**config.mk**
```make
export PLATFORM = sky130hd
export DESIGN_NAME = bus_host_bridge
export DESIGN_NICKNAME = d
export VERILOG_FILES = /design/src/rtl/bus_host_bridge.sv
export SDC_FILE = /design/constraint.sdc
export NUM_CORES = 1
export LEC_CHECK = 0
export CORE_ASPECT_RATIO = 1.75
export CORE_UTILIZATION = 35
export CTS_BUF_LIST = sky130_fd_sc_hd__clkbuf_4 sky130_fd_sc_hd__clkbuf_8 sky130_fd_sc_hd__clkbuf_16
export DETAILED_ROUTE_END_ITERATION = 10
export PLACE_DENSITY = 0.8
export SETUP_SLACK_MARGIN = 0.05
export SKIP_LAST_GASP = 1
export SYNTH_ARGS = -nofsm -noshare
export SYNTH_HDL_FRONTEND = slang
export SYNTH_SLANG_ARGS = --single-unit
```
**constraint.sdc**
```tcl
create_clock -name clk_i -period 2.4 [get_ports clk_i]
set_clock_uncertainty 0.05 [all_clocks]
set_input_delay 0.24 -clock clk_i [delete_from_list [all_inputs] [get_ports clk_i]]
set_output_delay 0.24 -clock clk_i [all_outputs]
set_load 0.005 [all_outputs]
```
**src/rtl/bus_host_bridge.sv**
```systemverilog
// Single-outstanding peripheral bus initiator: command in, one-cycle bus request, response or timeout out.
// Every output comes from a flop; an rvalid seen outside WAIT is reported as a stray pulse.
module bus_host_bridge #(
  parameter int DataWidth     = 32,
  parameter int AddressWidth  = 32,
  parameter int TimeoutCycles = 16
) (
  input  logic                    clk_i,
  input  logic                    rst_ni,
  input  logic                    cmd_valid_i,
  output logic                    cmd_ready_o,
  input  logic [AddressWidth-1:0] cmd_addr_i,
  input  logic                    cmd_we_i,
  input  logic [DataWidth/8-1:0]  cmd_be_i,
  input  logic [DataWidth-1:0]    cmd_wdata_i,
  output logic                    rsp_valid_o,
  input  logic                    rsp_ready_i,
  output logic [DataWidth-1:0]    rsp_rdata_o,
  output logic                    rsp_err_o,
  output logic                    rsp_timeout_o,
  output logic                    bus_req_o,
  output logic [AddressWidth-1:0] bus_addr_o,
  output logic                    bus_we_o,
  output logic [DataWidth/8-1:0]  bus_be_o,
  output logic [DataWidth-1:0]    bus_wdata_o,
  input  logic                    bus_rvalid_i,
  input  logic [DataWidth-1:0]    bus_rdata_i,
  input  logic                    bus_err_i,
  output logic                    stray_rvalid_o
);

  if (DataWidth != 32) begin : g_bad_data_width
    $error("bus_host_bridge: DataWidth must be 32");
  end
  if (TimeoutCycles < 1 || TimeoutCycles > 255) begin : g_bad_timeout
    $error("bus_host_bridge: TimeoutCycles must be within 1..255");
  end

  localparam logic [7:0] CntLast = 8'(TimeoutCycles - 1);

  typedef enum logic [1:0] {IDLE, REQ, WAIT, RESP} state_e;

  state_e                  state_q, state_d;
  logic [7:0]              cnt_q, cnt_d;
  logic [AddressWidth-1:0] addr_q, addr_d;
  logic                    we_q, we_d;
  logic [DataWidth/8-1:0]  be_q, be_d;
  logic [DataWidth-1:0]    wdata_q, wdata_d;
  logic [DataWidth-1:0]    rdata_q, rdata_d;
  logic                    err_q, err_d;
  logic                    timeout_q, timeout_d;
  logic                    stray_q, stray_d;

  always_comb begin
    state_d   = state_q;
    cnt_d     = cnt_q;
    addr_d    = addr_q;
    we_d      = we_q;
    be_d      = be_q;
    wdata_d   = wdata_q;
    rdata_d   = rdata_q;
    err_d     = err_q;
    timeout_d = timeout_q;
    // Any rvalid not answering our request, including one in the REQ cycle itself.
    stray_d   = bus_rvalid_i && (state_q != WAIT);

    case (state_q)
      IDLE: begin
        if (cmd_valid_i) begin
          addr_d  = cmd_addr_i;
          we_d    = cmd_we_i;
          be_d    = cmd_be_i;
          wdata_d = cmd_wdata_i;
          state_d = REQ;
        end
      end
      REQ: begin
        cnt_d   = 8'd0;
        state_d = WAIT;
      end
      WAIT: begin
        // rvalid takes priority over a timeout expiring in the same cycle.
        if (bus_rvalid_i) begin
          rdata_d   = we_q ? '0 : bus_rdata_i;
          err_d     = bus_err_i;
          timeout_d = 1'b0;
          state_d   = RESP;
        end else if (cnt_q == CntLast) begin
          rdata_d   = '0;
          err_d     = 1'b1;
          timeout_d = 1'b1;
          state_d   = RESP;
        end else begin
          cnt_d = cnt_q + 8'd1;
        end
      end
      RESP: begin
        if (rsp_ready_i) state_d = IDLE;
      end
      default: state_d = IDLE;
    endcase
  end

  always_ff @(posedge clk_i or negedge rst_ni) begin
    if (!rst_ni) begin
      state_q   <= IDLE;
      cnt_q     <= 8'd0;
      addr_q    <= '0;
      we_q      <= 1'b0;
      be_q      <= '0;
      wdata_q   <= '0;
      rdata_q   <= '0;
      err_q     <= 1'b0;
      timeout_q <= 1'b0;
      stray_q   <= 1'b0;
    end else begin
      state_q   <= state_d;
      cnt_q     <= cnt_d;
      addr_q    <= addr_d;
      we_q      <= we_d;
      be_q      <= be_d;
      wdata_q   <= wdata_d;
      rdata_q   <= rdata_d;
      err_q     <= err_d;
      timeout_q <= timeout_d;
      stray_q   <= stray_d;
    end
  end

  assign cmd_ready_o    = (state_q == IDLE);
  assign bus_req_o      = (state_q == REQ);
  assign rsp_valid_o    = (state_q == RESP);
  assign bus_addr_o     = addr_q;
  assign bus_we_o       = we_q;
  assign bus_be_o       = be_q;
  assign bus_wdata_o    = wdata_q;
  assign rsp_rdata_o    = rdata_q;
  assign rsp_err_o      = err_q;
  assign rsp_timeout_o  = timeout_q;
  assign stray_rvalid_o = stray_q;

endmodule

```
==> flow_metrics.py, run 1 <==
metrics = {
    "run_status": {
        "status": "completed",
    },
    "timing": {
        "rsz0062_at_grt": "false",
        "finalCritPeriodShare_pct": 84.2,
        "holdWs_ps": 388,
        "slew_headroom_pct": 59.8,
        "setup_viol": 0,
        "worst_pin_slew_ps": 603,
        "fin_crit_ps": 2020,
        "fin_ws_ps": 378,
        "hold_viol": 0,
        "tns_ps": 0,
        "drv_slew": 0,
        "fmax_mhz": 495,
    },
    "floorplan": {
        "die_x_um": 87.2,
        "fp.dieH_um": 151,
        "ioPinCount": 214,
        "rows": 54,
        "fp.coreArea_um2": 12400,
        "initial_core_util_pct": 35.8,
        "dieArea_um2": 13200,
    },
    "critical_path": {
        "path_cells": "inv_1 -> ha_1 -> nand2_1 -> nor2_2 -> buf_4 -> a22o_1",
        "crit_type": "reg2reg",
        "crit_family": "adder cells",
        "critPathMaxStageDelay_ps": 470,
        "cp.buffers_inverters": 2,
        "worstPathArrival_ps": 2300,
        "crit-reg2reg-launch": "state_q[0]",
        "reg2reg_to": "rsp_rdata_o[26]",
        "r2r_slack_ps": 380,
        "path_depth": 6,
        "crit_required_ps": 2680,
        "r2r_cells": 6,
        "critical-path-slowest-cell": "ha_1",
        "end_kind": "flop",
        "startpoint_type": "flop",
        "crit_path_max_fanout": 26,
    },
    "final_layout": {
        "fin_area_um2": 7370,
        "syn_to_final_growth_pct": 65.7,
        "n_antenna_cell": 0,
        "nFillCells": 1028,
        "final_core_util_pct": 59.3,
        "post_route_cells_drive_above_1_share_pct": 21.6,
        "layout.cells.non_filler": 700,
        "fin_nets": 632,
    },
    "placement": {
        "dp.cells": 667,
        "dp_slack_ps": 411,
        "hpwl_um": 8750,
        "gp_congestion": 0.822,
        "dpl-instance-area_um2": 6770,
        "io_buffers": 213,
    },
    "power": {
        "seqPwrFrac_pct": 34.5,
        "switching_power_mw": 2.56,
        "p_leak_nw": 3.15,
        "internal-power_mw": 6.81,
        "power_density_nw_per_um2": 1270,
        "p_comb_share_pct": 39.2,
        "total_power_mw": 9.36,
        "clockPowerShare_pct": 26.3,
        "power.share.switching_pct": 27.3,
        "irDropWorstVdd_mv": 0.685,
    },
    "grt": {
        "grt_pass1_vias": 3528,
        "grtUsageTotal_pct": 18.6,
        "antenna_found_initial": 0,
        "grt_max_degree": 115,
        "overflow": 0,
        "grt_pass1_wl_um": 18300,
    },
    "flow_run": {
        "drv_cap": 0,
    },
    "drt": {
        "vias_per_cell": 4.81,
        "drt_iter0_markers": 91,
        "route.detailed.drc": 0,
        "drtPass1Iterations": 6,
        "ant_nets": 0,
        "routedWlPerCell_um": 17.3,
        "totalWireLength_um": 12100,
        "vias": 3368,
    },
    "clocking": {
        "tritoncts": "done",
        "numCtsBuffers": 17,
        "cts_sinks": 114,
        "clk_latency_ps": 390,
        "cts-root-buf": "clkbuf_16",
        "clk_path_buf_depth": 2,
        "htree_levels": 4,
        "ctsResizeCount": 0,
        "clk_pin_slew_ps": 60,
    },
    "synthesis": {
        "syn_nets": 409,
        "avgSynthCellArea_um2": 15.0,
        "synthTopCellsByArea": "dfrtp_1 (64%), mux2_2 (18%), a22o_1 (6.3%)",
        "synth_top_cell_by_area": "dfrtp_1",
        "ys_ff_latch": 114,
        "synthCells": 296,
        "yosysWarnings": 0,
        "synth_area_um2": 4450,
        "ys_types": 31,
        "ys_seq_area_share_pct": 64.1,
        "synth_top_area_share_pct": 64.1,
    },
    "min_path": {
        "min_delay_path_depth": 2,
        "hp-class": "in2reg",
        "hold_start": "bus_rdata_i[3]",
        "whs_endpoint": "rsp_rdata_o[3]",
    },
}
## sequential cells by signal, indices dropped and copies added, names as in the netlist, 2 cells and up
register     flops
bus_addr_o      32
bus_be_o         4
bus_wdata_o     32
cnt_q            8
rsp_rdata_o     32
state_q          2
## worst max-delay path by stage
stage | from | endpoint
CTS | state_q[0] | rsp_rdata_o[26]
global placement | state_q[0] | rsp_rdata_o[13]
detailed placement | state_q[0] | rsp_rdata_o[26]
global route | state_q[0] | rsp_rdata_o[2]
floorplan | state_q[0] | bus_addr_o[0]
finish | state_q[0] | rsp_rdata_o[26]
## cell usage after synthesis
cell type and n:
a211oi_1 1, a21boi_1 1, a21oi_1 8, a21oi_2 1, a22o_1 32, a31oi_1 2, and3_1 3, and4_1 1
and4b_1 1, buf_1 5, buf_2 3, buf_6 4, clkbuf_1 3, dfrtp_1 114, ha_1 6, inv_1 9
mux2_2 70, nand2_1 7, nand2b_4 1, nand3_1 4, nand4_1 2, nor2_1 3, nor2b_1 1, nor4_4 1
o211ai_4 1, o21ai_0 5, o22a_1 1, o22ai_1 3, o31ai_1 1, o32a_1 1, or4_4 1
## cell usage in the layout, fill, tap and decap left out, types with 4 or more instances in the layout
cell / Yosys / layout
a21oi_1: 8 / 8
a22o_1: 32 / 32
buf_4: 0 / 4
clkbuf_16: 0 / 17
clkdlybuf4s50_1: 0 / 212
dfrtp_1: 114 / 114
ha_1: 6 / 6
inv_1: 9 / 9
mux2_2: 70 / 70
nand2_1: 7 / 6
nand3_1: 4 / 4
o21ai_0: 5 / 5
## timing repair
item / CTS / global route
hold endpoints to repair: 114 / 0
buffers inserted: 0 / 0
hold buffers: 1 / 0
endpoints found under the setup margin: 0 / 0
## cell type report
class                      instances  area (um^2)  area share (%)
multi-input combinational        158         1480            20.0
sequential                       114         2850            38.7
tap                              168          210            2.85
clock inverter                    12          133            1.80
clock buffer                      20          460            6.25
inverter                           9         33.8           0.458
timing repair buffer             219         2200            29.9
## worst register-to-register path: stages (launching register included)
cell     delay [ps]
dfrtp_1         420
inv_1           120
ha_1            470
nand2_1         240
nor2_2          170
buf_4           300
a22o_1          190
## per-layer routing
layer | track usage, % | vias to the layer above | wire length, um
met1 | 20.0 | 1650 | 4310
li1 | - | 1538 | -
met3 | 5.01 | 25 | 687
met4 | 8.36 | 0 | 314
met5 | 0 | - | 0
met2 | 33.7 | 155 | 6800
## logic make-up after synthesis
| kind of cell | share of synthesized area [%] |
|---|---|
| compound gates | 10.1 |
| fa+ha+maj | 1.69 |
| buf+inv | 2.78 |
| flops | 64.1 |
| mux | 17.7 |
| simple gates | 3.60 |
## power groups by stage
stage	clock, mW	sequential, mW	combinational (mW)
3_3_place_gp	0	3.21	3.59
6_report	2.46	3.23	3.67
4_1_cts	2.53	3.24	3.71
2_1_floorplan	0	3.29	1.40
3_5_place_dp	0	3.26	3.69
5_1_grt	2.63	3.35	3.94
No activity file was read; power rests on OpenSTA's default activity.
==> run 2, diff against run 1 <==
Clock period 2.4 ns to 1.95 ns, I/O delays scaled along.
==> flow_metrics.py, run 2 (same netlist as run 1, synthesis figures left out) <==
metrics = {
    "power": {
        "irDropWorstVdd_mv": 0.841,
        "total_power_mw": 11.6,
        "power_density_nw_per_um2": 1550,
        "p_leak_nw": 3.16,
    },
    "final_layout": {
        "layout_commonest_cell": "clkdlybuf4s50_1",
        "n_antenna_cell": 0,
        "final_core_util_pct": 59.8,
        "fin_nets": 637,
        "syn_to_final_growth_pct": 67.1,
        "post_route_cells_drive_above_1_share_pct": 23.7,
        "final_cell_mix": "clkdlybuf4s50_1 (212), dfrtp_1 (114), mux2_2 (70), a22o_1 (32), clkbuf_16 (17)",
        "nFillCells": 1014,
    },
    "critical_path": {
        "worstPathArrival_ps": 1590,
        "crit_type": "reg2out",
        "crit_required_ps": 1700,
        "startpoint_type": "flop",
        "critical-path-slowest-cell": "clkdlybuf4s50_1",
        "crit_path_max_fanout": 4,
        "path_cells": "inv_2 -> ha_4 -> clkdlybuf4s50_1",
        "critPathMaxStageDelay_ps": 500,
        "end_kind": "output pin",
    },
    "placement": {
        "hpwl_um": 8820,
        "gp_congestion": 0.845,
        "io_buffers": 213,
    },
    "timing": {
        "fmax_mhz": 544,
        "worst_pin_slew_ps": 679,
        "hold_viol": 0,
        "finalCritPeriodShare_pct": 94.2,
        "fin_crit_ps": 1840,
        "drv_slew": 0,
        "rsz0062_at_grt": "true",
        "slew_headroom_pct": 54.7,
        "setup_viol": 0,
        "tns_ps": 0,
    },
    "clocking": {
        "clk_latency_ps": 400,
        "clk_pin_slew_ps": 50,
        "cts_sinks": 114,
        "numCtsBuffers": 17,
        "cts-root-buf": "clkbuf_16",
        "clk_path_buf_depth": 2,
        "tritoncts": "done",
        "htree_levels": 4,
    },
    "drt": {
        "routedWlPerCell_um": 17.8,
        "vias": 3434,
        "drt_iter0_markers": 97,
        "ant_nets": 0,
        "drtPass1Iterations": 4,
        "totalWireLength_um": 12600,
        "route.detailed.drc": 0,
        "vias_per_cell": 4.88,
    },
    "grt": {
        "grt_pass1_wl_um": 18500,
        "grt_pass1_vias": 3584,
        "overflow": 0,
        "antenna_found_initial": 0,
        "grt_max_degree": 115,
        "grtUsageTotal_pct": 18.8,
    },
    "floorplan": {
        "fp.coreArea_um2": 12400,
        "fp.dieH_um": 151,
        "rows": 54,
        "dieArea_um2": 13200,
        "die_x_um": 87.2,
        "initial_core_util_pct": 35.8,
        "ioPinCount": 214,
    },
    "min_path": {
        "hp-class": "in2async",
    },
    "run_status": {
        "status": "completed",
    },
    "flow_run": {
        "drv_cap": 0,
    },
}
-- run 2: cell types whose count changed in the layout (fill, tap and decap cells not counted), sizes merged --
cell,previous run,this run
bufinv,2,1
clkbuf,20,21
buf,6,9
inv,10,9
nand2b,1,3
-- run 2: cell type report --
class / instances / area (um^2) / share of cell area (%)
flip-flops and latches: 114 / 2850 / 38.4
repair buffers: 222 / 2250 / 30.3
multi-input cells: 160 / 1530 / 20.6
clock buffers: 21 / 468 / 6.29
well taps: 168 / 210 / 2.83
clock inverters: 10 / 86.3 / 1.16
inverters: 9 / 33.8 / 0.454
-- run 2: worst max-delay path, delay by kind of cell, from the launching register on --
kind | cells | cell delay [ps]
fa+ha+maj | 1 | 150
buf+inv | 2 | 620
flops | 1 | 430
-- run 2: worst paths after layout --
check | slack [ps] | start | end | cells past startpoint
setup reg to reg | 130 | state_q[0] | cnt_q[4] | 6
max in group asynchronous | 960 | rst_ni | bus_addr_o[4] | 3
hold / removal | 310 | rst_ni | bus_addr_o[7] | 3
setup / recovery | 110 | state_q[0] | cmd_ready_o | 3
hold reg to reg | 450 | bus_addr_o[24] | bus_addr_o[24] | 1
min in group clk_i | 350 | bus_rdata_i[15] | rsp_rdata_o[15] | 2
-- run 2: layer usage --
metal | part of all wire (%) | routed length, um | track usage, % | up-vias
li1 | - | - | - | 1535
met1 | 37 | 4630 | 20.8 | 1699
met2 | 54 | 6800 | 32.2 | 158
met3 | 4.9 | 616 | 4.74 | 42
met4 | 4.0 | 508 | 11.5 | 0
met5 | 0 | 0 | 0 | -
-- run 2: what timing repair did --
item	4_1_cts	5_1_grt
hold endpoints to repair	114	0
buffers inserted	0	1
resized for setup	4	7
pin swaps	0	2
hold buffers	1	0
setup endpoints to repair	2	41
cloned	0	2
-- run 2: power breakdown --
part | switching (mW) | total [mW] | leakage [nW] | internal (mW)
Clock | 1.03 | 2.86 | 0.271 | 1.83
Combinational | 1.61 | 4.72 | 1.49 | 3.11
Sequential | 0.560 | 3.98 | 1.40 | 3.42
-- run 2: metrics by stage --
stage / hold slack (ps) / cell area (um^2) / cells / setup slack (ps)
floorplan: -151 / 4450 / 296 / 180
global placement: 274 / 6810 / 669 / 187
detailed placement: 284 / 6810 / 669 / 67.4
CTS: 329 / 7390 / 701 / 50.6
global route: 339 / 7430 / 704 / 26.6
finish: 311 / 7430 / 704 / 113
==> run 3, diff against run 2 <==
Settings changed: MAX_ROUTING_LAYER set to met4.
==> flow_metrics.py, run 3 (same netlist as run 1, synthesis figures left out) <==
metrics = {
    "drt": {
        "routedWlPerCell_um": 17.8,
        "drt_iter0_markers": 91,
        "totalWireLength_um": 12500,
        "ant_nets": 0,
        "route.detailed.drc": 0,
        "vias": 3420,
        "vias_per_cell": 4.86,
        "drtPass1Iterations": 4,
    },
    "timing": {
        "slew_headroom_pct": 58.3,
        "setup_viol": 0,
        "drv_slew": 0,
        "tns_ps": 0,
        "holdWs_ps": 346,
        "finalCritPeriodShare_pct": 94.7,
        "hold_viol": 0,
        "rsz0062_at_grt": "true",
        "worst_pin_slew_ps": 626,
        "fin_crit_ps": 1850,
        "fmax_mhz": 541,
    },
    "critical_path": {
        "startpoint_type": "flop",
        "crit_path_max_fanout": 10,
        "r2r_slack_ps": 100,
        "crit_type": "reg2reg",
        "end_kind": "flop",
        "crit_required_ps": 2210,
        "worstPathArrival_ps": 2110,
    },
    "clocking": {
        "tritoncts": "done",
        "htree_levels": 4,
        "clk_pin_slew_ps": 60,
        "cts-root-buf": "clkbuf_16",
        "clk_path_buf_depth": 2,
        "cts_sinks": 114,
        "numCtsBuffers": 17,
        "clk_latency_ps": 390,
    },
    "final_layout": {
        "layout_commonest_cell": "clkdlybuf4s50_1",
        "fin_nets": 637,
        "final_cell_mix": "clkdlybuf4s50_1 (212), dfrtp_1 (114), mux2_2 (70), a22o_1 (32), clkbuf_16 (17)",
        "layout.cells.non_filler": 704,
        "syn_to_final_growth_pct": 67.1,
        "final-seq-area_um2": 2850,
        "fin_area_um2": 7430,
        "n_antenna_cell": 0,
        "multi_input_area_um2": 1530,
        "post_route_cells_drive_above_1_share_pct": 23.7,
        "nFillCells": 1014,
    },
    "power": {
        "irDropWorstVdd_mv": 0.833,
        "clockPowerShare_pct": 24.7,
        "seqPwrFrac_pct": 34.5,
        "p_leak_nw": 3.16,
        "power_density_nw_per_um2": 1550,
        "power.share.switching_pct": 27.6,
        "switching_power_mw": 3.19,
        "internal-power_mw": 8.36,
        "p_comb_share_pct": 40.8,
    },
    "min_path": {
        "hp-class": "in2reg",
    },
    "floorplan": {
        "fp.coreArea_um2": 12400,
        "ioPinCount": 214,
        "dieArea_um2": 13200,
        "initial_core_util_pct": 35.8,
        "fp.dieH_um": 151,
        "die_x_um": 87.2,
        "rows": 54,
    },
    "placement": {
        "hpwl_um": 8820,
        "io_buffers": 213,
        "gp_congestion": 0.858,
        "dpl-instance-area_um2": 6810,
        "dp.cells": 669,
    },
    "grt": {
        "overflow": 0,
        "grt_pass1_vias": 3584,
        "grt_max_degree": 115,
        "grt_pass1_wl_um": 18500,
        "grtUsageTotal_pct": 19.4,
        "antenna_found_initial": 0,
    },
    "flow_run": {
        "drv_cap": 0,
    },
    "run_status": {
        "status": "completed",
    },
}
## run 3: through the flow
step                      util (%)  setup WS [ps]  total power [mW]
after floorplan                  -            180              5.77
after global placement        54.7            187              8.43
after detailed placement      54.7           67.4              8.64
after CTS                     59.4           50.6              11.6
after global routing          59.8           26.0              12.2
final                         59.8            102              11.6
## run 3: area by class of cell
cell class	count	area share, %
flip-flops and latches	114	38.4
repair buffers	222	30.3
multi-input cells	160	20.6
clock buffers	21	6.29
well taps	168	2.83
clock inverters	10	1.16
inverters	9	0.454
## run 3: path summary, 6_finish.rpt
kind,startpoint,end,depth (start not counted)
min in group asynchronous,rst_ni,bus_addr_o[25],3
max reg2reg,state_q[0],cnt_q[4],6
min reg2reg,bus_addr_o[24],bus_addr_o[24],1
min,bus_rdata_i[15],rsp_rdata_o[15],2
max,state_q[0],cnt_q[4],6
max in group asynchronous,rst_ni,bus_wdata_o[7],3
## run 3: critical path: stages (launching register included)
cell      delay, ps
dfrtp_1         430
inv_2           120
ha_2            380
nand3_1         150
a211oi_2        330
a31oi_1         140
a31oi_1         160
## run 3: repair_timing
action / 4_1_cts / 5_1_grt
buffers inserted: 0 / 1
hold endpoints to repair: 114 / 0
resized for setup: 4 / 7
hold buffers: 1 / 0
gates cloned: 0 / 2
pin swaps: 0 / 2
setup endpoints to repair: 2 / 41
## run 3: power by group through the flow
stage	clock network [mW]	registers, mW	logic (mW)
2_1_floorplan	0	4.05	1.72
3_3_place_gp	0	3.95	4.49
3_5_place_dp	0	4.01	4.63
4_1_cts	2.93	3.99	4.67
5_1_grt	3.04	4.13	5.06
6_report	2.86	3.98	4.71
## run 3: per-layer routing
layer / share of wire [%] / wire length (um) / GRT usage (%)
met1: 37 / 4690 / 20.9
met2: 54 / 6770 / 32.0
met3: 4.7 / 589 / 4.63
met4: 4.0 / 499 / 11.5
met5: 0 / 0 / -
